==> src/rtl/product_accumulator.sv <==
// product_accumulator: sums N consecutive unsigned products behind valid/ready handshakes
// and holds each registered result, with a sticky carry-out flag, until it is consumed.
module product_accumulator #(
    parameter int PW    = 4,
    parameter int N     = 4,
    parameter int ACC_W = 6
) (
    input  logic             clk,
    input  logic             rst,
    input  logic             clear,
    input  logic             in_valid,
    output logic             in_ready,
    input  logic [PW-1:0]    in_prod,
    output logic             out_valid,
    input  logic             out_ready,
    output logic [ACC_W-1:0] out_sum,
    output logic             out_ovf
);
    localparam int CW = $clog2(N);
    typedef enum logic {ACCUM, HOLD} state_t;
    state_t state, state_n;
    logic [ACC_W-1:0] acc, acc_n, out_sum_n;
    logic [CW-1:0] cnt, cnt_n;
    logic ovf_acc, ovf_acc_n, out_valid_n, out_ovf_n;
    logic [ACC_W:0] sum;
    // the extra top bit of the sum is the carry-out of this add
    assign sum = {1'b0, acc} + {{(ACC_W + 1 - PW){1'b0}}, in_prod};
    assign in_ready = (state == ACCUM) && !clear;
    always_comb begin
        state_n = state;
        acc_n = acc;
        cnt_n = cnt;
        ovf_acc_n = ovf_acc;
        out_valid_n = out_valid;
        out_sum_n = out_sum;
        out_ovf_n = out_ovf;
        if (state == ACCUM) begin
            if (clear) begin
                acc_n = '0;
                cnt_n = '0;
                ovf_acc_n = 1'b0;
            end else if (in_valid) begin
                if (cnt == CW'(N - 1)) begin
                    out_sum_n = sum[ACC_W-1:0];
                    out_ovf_n = ovf_acc | sum[ACC_W];
                    out_valid_n = 1'b1;
                    acc_n = '0;
                    cnt_n = '0;
                    ovf_acc_n = 1'b0;
                    state_n = HOLD;
                end else begin
                    acc_n = sum[ACC_W-1:0];
                    cnt_n = cnt + 1'b1;
                    ovf_acc_n = ovf_acc | sum[ACC_W];
                end
            end
        end else if (out_ready) begin
            out_valid_n = 1'b0;
            state_n = ACCUM;
        end
    end
    always_ff @(posedge clk) begin
        if (rst) begin
            state <= ACCUM;
            acc <= '0;
            cnt <= '0;
            ovf_acc <= 1'b0;
            out_valid <= 1'b0;
            out_sum <= '0;
            out_ovf <= 1'b0;
        end else begin
            state <= state_n;
            acc <= acc_n;
            cnt <= cnt_n;
            ovf_acc <= ovf_acc_n;
            out_valid <= out_valid_n;
            out_sum <= out_sum_n;
            out_ovf <= out_ovf_n;
        end
    end
endmodule
==> config.mk <==
export PLATFORM = sky130hd
export DESIGN_NAME = product_accumulator
export DESIGN_NICKNAME = d
export VERILOG_FILES = /design/src/rtl/product_accumulator.sv
export SDC_FILE = /design/constraint.sdc
export NUM_CORES = 1
export LEC_CHECK = 0
export ABC_AREA = 1
export BUFFER_PORTS_ARGS = -buffer_cell sky130_fd_sc_hd__buf_2
export CORE_MARGIN = 2
export CORE_UTILIZATION = 52
export DETAILED_ROUTE_END_ITERATION = 10
export PLACE_DENSITY_LB_ADDON = 0.1
export RECOVER_POWER = 100
export SLEW_MARGIN = 5
export SYNTH_ARGS = -nofsm -noshare
export SYNTH_HDL_FRONTEND = slang
export SYNTH_SLANG_ARGS = --single-unit
==> constraint.sdc <==
create_clock -name clk -period 2.2 [get_ports clk]
set_clock_uncertainty 0.15 [all_clocks]
set_input_delay 0.11 -clock clk [delete_from_list [all_inputs] [get_ports clk]]
set_output_delay 0.11 -clock clk [all_outputs]
set_load 0.01 [all_outputs]
==> results.md, run 1 <==
* Outcome: finished clean
* DP Area at 0.00103 mm^2
* Via count at 800
* Total gr overflow at 0
* Max cap viols at 0
* Crit Path Max Fanout at 2
* DP HPWL at 1350 um
* Placed Instances at around 160
* Routability Congestion at 0.745
* Root Buffer: clkbuf_4
* Die ar. at between 0.002 and 0.0025 mm^2
* Die width at 46.3 um
* Relative slew slack at 33.4%
* Maximum clock insertion buffer count at 2
* Crit. End Element: register
* Largest net degree at the start of global routing at 13
* Post-Syn Nets at between 100 and 150
* Initial antenna violation count at 0
* Fillers at 171
* Primary FF master, synth: dfxtp_1
* Core Box Area at 0.00171 mm^2
* P_leak at between 0.4 and 0.5 nW
* Path depth of the worst reg2reg path at 9
* TritonRoute pass-1 iters at 4
* Clock transition at path regs at approximately 100 ps
* Diode count at 0
* Row cnt at 15
* Fin area at between 0.001 and 0.0015 mm^2
* Worst Hold Class: in -> reg
* Number of global-route vias before repair at approximately 700
* Final Hold Viols at 0
* Distinct cells, synth at 26
* Min-Delay Endpoint: acc[5]
* First-pass GRT wire length at about 2800 um
* Clock sink total at 18
* Setup Viol. Count Final at 0
* Min-Delay Path Depth at 2
* Layout area overhead at 11.3%
* Wire per inst at about 11 um
* Layout cell share with drive strength beyond 1 at about 16%
* Worst VDD drop at slightly below 300 uV
* Ports at 18
* DRC at 0
* Critical register-to-register path startpoint: acc[0]
* R2R Path End: acc[4]
* Post-synthesis async set-or-reset flop share at 0%
* Min-delay src: rst
* Flops & latches, synth at 18
* DR vias/cell at approximately 4.8
* Final std cells w/o fill at ~170
* Port Buf Inserts at 17
* Total power draw at roughly 0.00056 W
* Final nets at about 160
* Initial core utilization at between 50 and 60%
* H-tree Lvls at 1
* Sum Neg Setup Slack at 0 ps
* Unrepaired setup endpoints after global routing: false
* Synth Cell Area at ~930 um^2
* All-Layer GR Usage at between 10% and 20%
* Syn. warnings at 0
* Slew @ Worst Pin at just under 1000 ps
* Pwr Density at 540 mW/mm^2
* Clock Latency Late Sink at 290 ps
* Die height at about 46 um
* Starting DRT DRC Count at 12
* Total wire length at around 1700 um
* Final ANT Viol Nets at 0
* Final min period at around 1800 ps
* CP Data Required Time at around 2300 ps
* CTS buffer count at 3
* Startpoint types: register
* CTS tree: done
* Part of the Yosys area used for sequential elements at 38.7%
* Mean post-synth cell area at between 7 and 8 um^2
* Setup slack, reg-to-reg at approximately 410 ps
* Post-Syn Instances at 122
* Post-synth EDFFs at 0
* Worst EP arrival at about 1900 ps
* Final period util at just over 80%
* Max Clk Rate at between 0.5 and 0.6 GHz
* Crit Path Class: reg -> reg
* Slew Viols, Final at 0
[cells in the mapped netlist, types with 2 or more instances]
cell | instances | area share [%]
ha_1 | 5 | 6.7
o21ai_0 | 3 | 1.6
nand3_1 | 7 | 3.8
nor2_1 | 7 | 2.8
inv_1 | 17 | 6.8
nand2_1 | 27 | 11
dfxtp_1 | 18 | 39
nor2_4 | 2 | 2.4
nand2_4 | 2 | 2.4
o21ai_1 | 4 | 2.1
nor2_2 | 2 | 1.3
inv_2 | 3 | 1.2
a21oi_1 | 12 | 6.4
[worst max-delay path by stage]
stage            from  endpoint  cells after the start
3_5_place_dp   acc[0]    acc[4]                      9
5_1_grt        acc[0]    acc[4]                      9
2_1_floorplan  acc[0]    acc[4]                      9
3_3_place_gp   acc[0]    acc[4]                      9
4_1_cts        acc[0]    acc[4]                      9
6_report       acc[0]    acc[4]                      9
[final cells by class]
class | instances | area (um^2) | share of cell area (%)
well taps | 25 | 31.3 | 3.02
inverters | 21 | 80.1 | 7.72
multi-input cells | 81 | 459 | 44.3
repair buffers | 18 | 83.8 | 8.08
clock buffers | 3 | 22.5 | 2.17
flip-flops and latches | 18 | 360 | 34.7
[cell families after synthesis]
family / synth area share [%]
buffers and inverters: 10.3
XOR/XNOR: 1.88
adder cells (fa/ha/maj): 8.86
AND/OR/NAND/NOR: 26.0
AO/OA/AOI/OAI: 14.2
flip-flops: 38.7
[per-stage QoR]
step / setup slack (ps) / utilization (%) / hold WS [ps]
2_1_floorplan: 556 / - / 101
5_1_grt: 259 / 60.7 / 14.5
6_report: 411 / 60.7 / 17.4
3_3_place_gp: 515 / 60.4 / 227
3_5_place_dp: 443 / 60.4 / 234
4_1_cts: 416 / 62.3 / 14.8
[where the power goes]
group / switching [W] / total, W / internal (W)
registers: 0.00000316 / 0.000334 / 0.000331
clock network: 0.0000965 / 0.000160 / 0.0000636
logic: 0.0000407 / 0.0000662 / 0.0000255
total: 0.000140 / 0.000560 / 0.000420
[flip-flops by register name, indices dropped and copies added, names as in the netlist]
signal,flops
acc,6
cnt,2
state,1
out_valid,1
out_ovf,1
ovf_acc,1
out_sum,6
[critical path, cell delays in order (launching register included)]
cell     delay (ps)
dfxtp_1         350
ha_1            160
inv_1            50
fa_1            400
inv_1            80
nand3_1          60
nand2_1         100
xor2_1          190
nand2_1          70
a21oi_1         120
[cell usage in the layout, fill, tap and decap left out]
cell type / synthesis / routed
dlygate4sd3_1: 0 / 1
inv_2: 3 / 3
nor2_4: 2 / 2
nor2_2: 2 / 2
nand2_4: 2 / 1
buf_2: 1 / 8
o21ai_1: 4 / 1
and2_0: 1 / 1
inv_1: 17 / 17
clkbuf_1: 0 / 9
clkbuf_4: 0 / 3
nor2_1: 7 / 7
o211ai_2: 1 / 1
fa_1: 1 / 1
nand3_1: 7 / 8
a21oi_1: 12 / 12
xor2_1: 1 / 1
o21ai_0: 3 / 7
or2_0: 0 / 1
a21oi_2: 1 / 1
nand2_1: 27 / 28
o211ai_1: 1 / 1
xnor2_1: 1 / 1
clkinvlp_2: 0 / 1
ha_1: 5 / 5
dfxtp_1: 18 / 18
[metal layers]
layer / GRT usage, % / share of wire [%] / up-vias
met1: 25.0 / 49 / 357
met2: 29.2 / 47 / 15
met5: 0 / 0 / -
li1: - / - / 426
met4: 6.86 / 0.80 / 0
met3: 3.53 / 3.2 / 2
[what timing repair did]
item / in CTS / in global routing
hold buffers: 1 / 0
hold endpoints to repair: 1 / 0
buffers inserted: 0 / 0
gates resized for setup: 0 / 0
Note: power is estimated with default switching activity, not from simulation.
==> inputs of run 2 (changes only) <==
--- a/config.mk
+++ b/config.mk
@@ -5,10 +5,10 @@
 export SDC_FILE = /design/constraint.sdc
 export NUM_CORES = 1
 export LEC_CHECK = 0
-export ABC_AREA = 1
+export ABC_AREA = 0
 export BUFFER_PORTS_ARGS = -buffer_cell sky130_fd_sc_hd__buf_2
 export CORE_MARGIN = 2
-export CORE_UTILIZATION = 52
+export CORE_UTILIZATION = 47
 export DETAILED_ROUTE_END_ITERATION = 10
 export PLACE_DENSITY_LB_ADDON = 0.1
 export RECOVER_POWER = 100
==> constraint.sdc (replaced) <==
create_clock -name clk -period 1.5 [get_ports clk]
set_clock_uncertainty 0.15 [all_clocks]
set_input_delay 0.075 -clock clk [delete_from_list [all_inputs] [get_ports clk]]
set_output_delay 0.075 -clock clk [all_outputs]
set_load 0.01 [all_outputs]
==> run 2 against run 1 <==
Against the previous run: the run now ends with negative setup slack left; sequential power rose by 47%; first-iteration DRC count rose by 58%; synthesized cell count fell by 15%; clock power rose by 84%; fmax fell by 2.5%; critical path depth did not move; highest routed layer unchanged.
==> results.md, run 2 <==
* Routability Congestion at 0.723 (-3.0%)
* H-tree Lvls at 1 (unchanged)
* Part of the Yosys area used for sequential elements at 39.7% (+1.1 points)
* Row cnt at 15 (unchanged)
* Xor/xnor share of the synthesized area at 0.966% (-0.91 points)
* Layout area overhead at 60.4%
* Yosys top cell by area: dfxtp_1
* Fillers at 127 (-26%)
* CP Data Required Time at 1520 ps (-760 ps)
* Final nets at 164 (+3.8%)
* Most common cell in the netlist: dfxtp_1
* Top cells by area, synth: dfxtp_1 40%, ha_1 6.9%, nor2_1 5.4%
* TritonRoute pass-1 iters at 4 (unchanged)
* Primary FF master, synth: dfxtp_1
* Mux contribution to synthesized area at 0% (unchanged)
* Outcome: finished, violations left
* Fin area at 0.00146 mm^2 (+40%)
* Relative slew slack at 50.3% (+17 points)
* Sum Neg Setup Slack at -2850 ps (-2850 ps)
* Clock sink total at 18 (unchanged)
* Initial antenna violation count at 0 (unchanged)
* Post-Syn Instances at 104 (-15%)
* Synth top area share at 39.7% (+1.1 points)
* Synth Cell Area at 907 um^2 (-2.7%)
* Commonest non-fill, non-tap cell in the layout: buf_4
* Post-synth EDFFs at 0 (unchanged)
* Die ar. at 0.00230 mm^2 (+7.0%)
* Synth Area in Compound Gates at 19.7% (+5.5 points)
* CP Buf/Inv Count at 4 (+2)
* Wire per inst at 15.4 um (+46%)
* Final setup margin at -334 ps (-745 ps)
* Post-Syn Nets at 119 (-13%)
* Startpoint types: register
* Total wire length at 2660 um (+52%)
* Cell chain of the critical path: ha_4, inv_2, fa_2, buf_4, buf_4, buf_6, xnor2_4, a22oi_1, nor2_1
* Pwr Density at 657 mW/mm^2 (+22%)
* Worst Hold Class: in -> reg
* Total gr overflow at 0 (unchanged)
* Worst EP arrival at 1850 ps (-20 ps)
* Maximum clock insertion buffer count at 2 (unchanged)
* Layout cell share with drive strength beyond 1 at 46.6% (+31 points)
* Mean post-synth cell area at 8.72 um^2 (+14%)
* All-Layer GR Usage at 23.9% (+5.4 points)
* Clock Latency Late Sink at 290 ps (about the same)
* P_leak at 0.551 nW (+15%)
* Syn. warnings at 0 (unchanged)
* Core Box Area at 0.00176 mm^2 (+3.3%)
* Max Clk Rate at 0.545 GHz (-2.5%)
* Port Buf Inserts at 17 (unchanged)
* Final std cells w/o fill at 173 (+4.2%)
* Via count at 983 (+23%)
* Unrepaired setup endpoints after global routing: true
* Starting DRT DRC Count at 19 (+7)
* Final min period at 1830 ps (+45.0 ps)
* Final period util at 122% (+41 points)
* Area of the multi-input gates at 702 um^2 (+53%)
* Clock transition at path regs at 100 ps (about the same)
* Worst path slowest cell: dfxtp_2
* Most frequent cells in the layout: 18 x buf_4, 13 x dfxtp_1, 10 x nor2_1, 10 x buf_2, 8 x clkbuf_1
* Die width at 47.9 um (+3.4%)
* Initial core utilization at 51.4% (-3.2 points)
* Top cells by count, synth: 18 x dfxtp_1, 13 x nor2_1, 8 x a21oi_1, 8 x nand2_1, 5 x ha_1
* Final Hold Viols at 0 (unchanged)
* Distinct cells, synth at 38 (+46%)
* DRC at 0 (unchanged)
* Placed Instances at 160 (-1.2%)
* Max cap viols at 0 (unchanged)
* Largest registers: acc (6), out_sum (6), cnt (2)
* Crit-path most repeated cell: buf_4
* Slew @ Worst Pin at 744 ps (-245 ps)
* Area share of and/or/nand/nor cells after synthesis at 26.6% (+0.58 points)
* Diode count at 0 (unchanged)
* Slew Viols, Final at 0 (unchanged)
* Setup Viol. Count Final at 13 (+13)
* Crit Path Max Fanout at 2 (unchanged)
* Main combinational cell family by area after synthesis: simple AND/OR/NAND/NOR gates
* Synth Area in Adders at 9.10% (+0.24 points)
* Ports at 18 (unchanged)
* CP max stage delay at 360 ps (-40 ps)
* DP Area at 0.00120 mm^2 (+16%)
* Number of global-route vias before repair at 865 (+27%)
* Post-synthesis async set-or-reset flop share at 0% (unchanged)
* Final ANT Viol Nets at 0 (unchanged)
* Delay-heaviest family, CP: adder cells
* Crit. End Element: register
* Root Buffer: clkbuf_4
* Crit Path Class: reg -> reg
* Register area at 367 um^2 (+1.7%)
* First-pass GRT wire length at 3770 um (+33%)
* CTS tree: done
* Flops & latches, synth at 18 (unchanged)
* Worst VDD drop at 724 uV (+150%)
* Failing checks: negative setup slack
* Die height at 47.9 um (+3.4%)
* DR vias/cell at 5.68 (+18%)
* Utilization after layout at 82.5% (+22 points)
* Largest net degree at the start of global routing at 28 (+15)
* CTS buffer count at 3 (unchanged)
* DP HPWL at 1520 um (+13%)
-- run 2: changes by cell type after synthesis, moves of 4 or more --
cell / delta
nor2_1: +6
nand2_1: -19
a21oi_1: -4
clkbuf_1: +4
inv_1: -13
-- run 2: per-stage QoR --
stage | setup slack [ps] | hold WS [ps] | power, W
after floorplan | -252 | 62.0 | 0.000572
after global placement | -271 | 203 | 0.000616
after detailed placement | -308 | 228 | 0.000619
after CTS | -292 | 38.2 | 0.000932
after global routing | -392 | 58.4 | 0.000996
final | -334 | 43.7 | 0.000957
-- run 2: layout make-up --
class / count / share of cell area (%)
flip-flops and latches: 18 / 25.2
repair buffers: 45 / 20.9
inverters: 4 / 1.03
well taps: 25 / 2.15
clock buffers: 4 / 2.49
multi-input cells: 77 / 48.2
-- run 2: final timing paths --
path	from	to	cells past startpoint	slack, ps
worst max register to register	acc[0]	acc[2]	9	-330
worst max-delay path	acc[0]	acc[2]	9	-330
worst min register to register	out_sum[0]	out_sum[0]	2	320
worst min-delay path	in_prod[0]	out_sum[0]	4	40
-- run 2: what timing repair did --
| item | CTS | global route |
|---|---|---|
| pin swaps | 14 | 13 |
| endpoints found under the hold margin | 3 | 0 |
| gates cloned | 0 | 0 |
| buffers inserted | 7 | 2 |
| endpoints found under the setup margin | 15 | 16 |
| gates resized for setup | 14 | 18 |
| hold buffers | 2 | 0 |
-- run 2: cell families after synthesis --
| logic type | count (synthesis) |
|---|---|
| AND/OR/NAND/NOR | 44 |
| XOR/XNOR | 1 |
| AO/OA/AOI/OAI | 26 |
| buffers and inverters | 9 |
| adder cells (fa/ha/maj) | 6 |
| flip-flops | 18 |
-- run 2: power breakdown --
| part | internal [W] | total [W] | switching [W] | leakage [nW] |
|---|---|---|---|---|
| Clock | 0.000148 | 0.000294 | 0.000146 | 0.0210 |
| Sequential | 0.000485 | 0.000491 | 0.00000608 | 0.148 |
| Combinational | 0.0000859 | 0.000171 | 0.0000855 | 0.382 |
-- run 2: routing by layer --
metal	up-vias	part of all wire, %	global-route usage, %
met4	0	3.1	4.86
li1	471	-	-
met2	32	51	43.7
met1	470	42	27.0
met5	-	0	0
met3	10	3.8	7.55
-- run 2: worst min-delay path, delay by kind of cell --
| kind | cells | cell delay [ps] |
|---|---|---|
| adders and majority gates | 1 | 130 |
| buffers and inverters | 1 | 100 |
| AOI/OAI and AO/OA | 1 | 100 |
| and+or+nand+nor | 1 | 40 |
==> inputs of run 3 (changes only) <==
--- a/config.mk
+++ b/config.mk
@@ -6,7 +6,7 @@
 export NUM_CORES = 1
 export LEC_CHECK = 0
 export ABC_AREA = 0
-export BUFFER_PORTS_ARGS = -buffer_cell sky130_fd_sc_hd__buf_2
+export BUFFER_PORTS_ARGS = -buffer_cell sky130_fd_sc_hd__clkbuf_2
 export CORE_MARGIN = 2
 export CORE_UTILIZATION = 47
 export DETAILED_ROUTE_END_ITERATION = 10
@@ -16,3 +16,4 @@
 export SYNTH_ARGS = -nofsm -noshare
 export SYNTH_HDL_FRONTEND = slang
 export SYNTH_SLANG_ARGS = --single-unit
+export TNS_END_PERCENT = 20
==> run 3 against run 2 <==
Against the previous run: the run still ends with negative setup slack left; die area unchanged; critical endpoint is now acc[4]; core utilization decreased by 5.2 points; count of clock-buffer cells in the layout stayed put; wire length up 0.60%; largest cell class unchanged; sequential share of layout area up 1.6 points; largest power group unchanged; critical path depth fell by 2; via count shrank 0.61%; worst setup slack improved by 26 ps; power increased by 1.7%; first-iteration DRC count rose by 16%; register-to-register slack improved by 30 ps.
==> results.md, run 3 (synthesis results as in run 2) <==
* CTS buffer count at 3 (unchanged)
* Final period util at 121% (-1.7 points)
* H-tree Lvls at 1 (unchanged)
* Die width at 47.9 um (unchanged)
* Gate power share at 16.5% (-1.4 points)
* Setup Viol. Count Final at 13 (unchanged)
* Worst EP arrival at 1900 ps (+50 ps)
* Worst Hold Class: in -> reg
* Clk pwr share at 33.0% (+2.3 points)
* Crit Path Class: reg -> reg
* All-Layer GR Usage at 25.1% (+1.1 points)
* Ports at 18 (unchanged)
* Clock sink total at 18 (unchanged)
* First-pass GRT wire length at 3860 um (+2.4%)
* Final ANT Viol Nets at 0 (unchanged)
* Commonest non-fill, non-tap cell in the layout: buf_4
* Clock transition at path regs at 120 ps (+20 ps)
* DP HPWL at 1670 um (+10%)
* Routability Congestion at 0.828 (+15%)
* Row cnt at 15 (unchanged)
* Placed Instances at 163 (+1.9%)
* NetSw at 0.000260 W (+9.4%)
* Max Clk Rate at 0.553 GHz (+1.4%)
* Die ar. at 0.00230 mm^2 (unchanged)
* Failing checks: negative setup slack
* Startpoint types: register
* Root Buffer: clkbuf_4
* Number of global-route vias before repair at 855 (-1.2%)
* DRC at 0 (unchanged)
* Fin area at 0.00136 mm^2 (-6.3%)
* Int Pwr at 0.000713 W (-0.84%)
* Slew Viols, Final at 0 (unchanged)
* Relative slew slack at 75.9% (+26 points)
* Largest net degree at the start of global routing at 20 (-29%)
* Core Box Area at 0.00176 mm^2 (unchanged)
* DP Area at 0.00119 mm^2 (-0.83%)
* Worst VDD drop at 564 uV (-22%)
* Crit Path Max Fanout at 5 (+3)
* Wire per inst at 15.8 um (+3.0%)
* Clock Latency Late Sink at 310 ps (+20 ps)
* P_leak at 0.524 nW (-4.9%)
* Total gr overflow at 0 (unchanged)
* CTS tree: done
* Die height at 47.9 um (unchanged)
* Final std cells w/o fill at 169 (-2.3%)
* Slew @ Worst Pin at 361 ps (-382 ps)
* Initial core utilization at 51.4% (unchanged)
* Most frequent cells in the layout: 18 x buf_4, 14 x dfxtp_1, 12 x nor2_1
* Final Hold Viols at 0 (unchanged)
* Via count at 977 (-0.61%)
* Outcome: finished, violations left
* Diode count at 0 (unchanged)
* Maximum clock insertion buffer count at 2 (unchanged)
* Pwr Density at 713 mW/mm^2 (+8.5%)
* TritonRoute pass-1 iters at 4 (unchanged)
* Initial antenna violation count at 0 (unchanged)
* Final nets at 160 (-2.4%)
* Crit. End Element: register
* Layout area overhead at 50.3%
* Reg power frac at 50.5% (-0.9 points)
* Max cap viols at 0 (unchanged)
* Utilization after layout at 77.3% (-5.2 points)
* Final min period at 1810 ps (-25.8 ps)
* Layout cell share with drive strength beyond 1 at 39.6% (-7.0 points)
* Sw frac at 26.7% (+1.9 points)
* DR vias/cell at 5.78 (+1.7%)
* Starting DRT DRC Count at 22 (+3)
* CP Data Required Time at 1590 ps (+70 ps)
* Final setup margin at -308 ps (+25.8 ps)
* Largest registers: acc (6), out_sum (6), cnt (2)
* Total wire length at 2670 um (+0.60%)
* Setup slack, reg-to-reg at -310 ps (+30 ps)
* Unrepaired setup endpoints after global routing: true
* Port Buf Inserts at 17 (unchanged)
-- run 3: critical path: stages, from the launching register on --
cell and delay [ps]:
dfxtp_2 360, ha_4 140, inv_2 40, fa_2 360
nor2b_4 150, o21ai_4 100, a211o_1 270, a31oi_1 170
-- run 3: metal layers --
layer	global-route usage, %	vias up	wire (um)
met5	0	-	0
met4	15.1	0	128
met3	4.53	17	198
met2	38.9	51	1210
met1	32.1	442	1130
li1	-	467	-
-- run 3: what timing repair did --
action                                 CTS  global route
hold buffers                             1             0
buffers inserted                         1             0
setup endpoints to repair               14            14
pin swaps                                5             4
endpoints found under the hold margin    2             0
gates resized for setup                 16            12
-- run 3: path summary, 6_finish.rpt --
| kind | from | to | cells after the start |
|---|---|---|---|
| worst max-delay path | acc[0] | acc[4] | 7 |
| worst min-delay path | in_prod[0] | acc[0] | 4 |
| worst max register to register | acc[0] | acc[4] | 7 |
| worst min register to register | out_sum[2] | out_sum[2] | 2 |
-- run 3: metrics by stage --
step / power, W / TNS, ps / setup slack (ps) / hold WS (ps)
2_1_floorplan: 0.000566 / -1530 / -266 / 62.0
4_1_cts: 0.000943 / -1830 / -264 / 13.7
6_report: 0.000973 / -2450 / -308 / 37.5
5_1_grt: 0.000998 / -3390 / -373 / 73.7
3_3_place_gp: 0.000614 / -2410 / -296 / 211
3_5_place_dp: 0.000619 / -2770 / -326 / 223
-- run 3: area by class of cell --
class | count | area, um^2
multi-input cells | 77 | 653
fillers | 132 | 400
flip-flops and latches | 18 | 365
repair buffers | 41 | 263
clock buffers | 4 | 36.3
well taps | 25 | 31.3
inverters | 4 | 15.0
-- run 3: power groups by stage --
| stage | Clock [W] | Sequential (W) | Combinational [W] |
|---|---|---|---|
| 4_1_cts | 0.000312 | 0.000492 | 0.000139 |
| 3_3_place_gp | 0 | 0.000500 | 0.000114 |
| 3_5_place_dp | 0 | 0.000501 | 0.000118 |
| 5_1_grt | 0.000333 | 0.000492 | 0.000173 |
| 2_1_floorplan | 0 | 0.000500 | 0.0000659 |
| 6_report | 0.000321 | 0.000491 | 0.000160 |
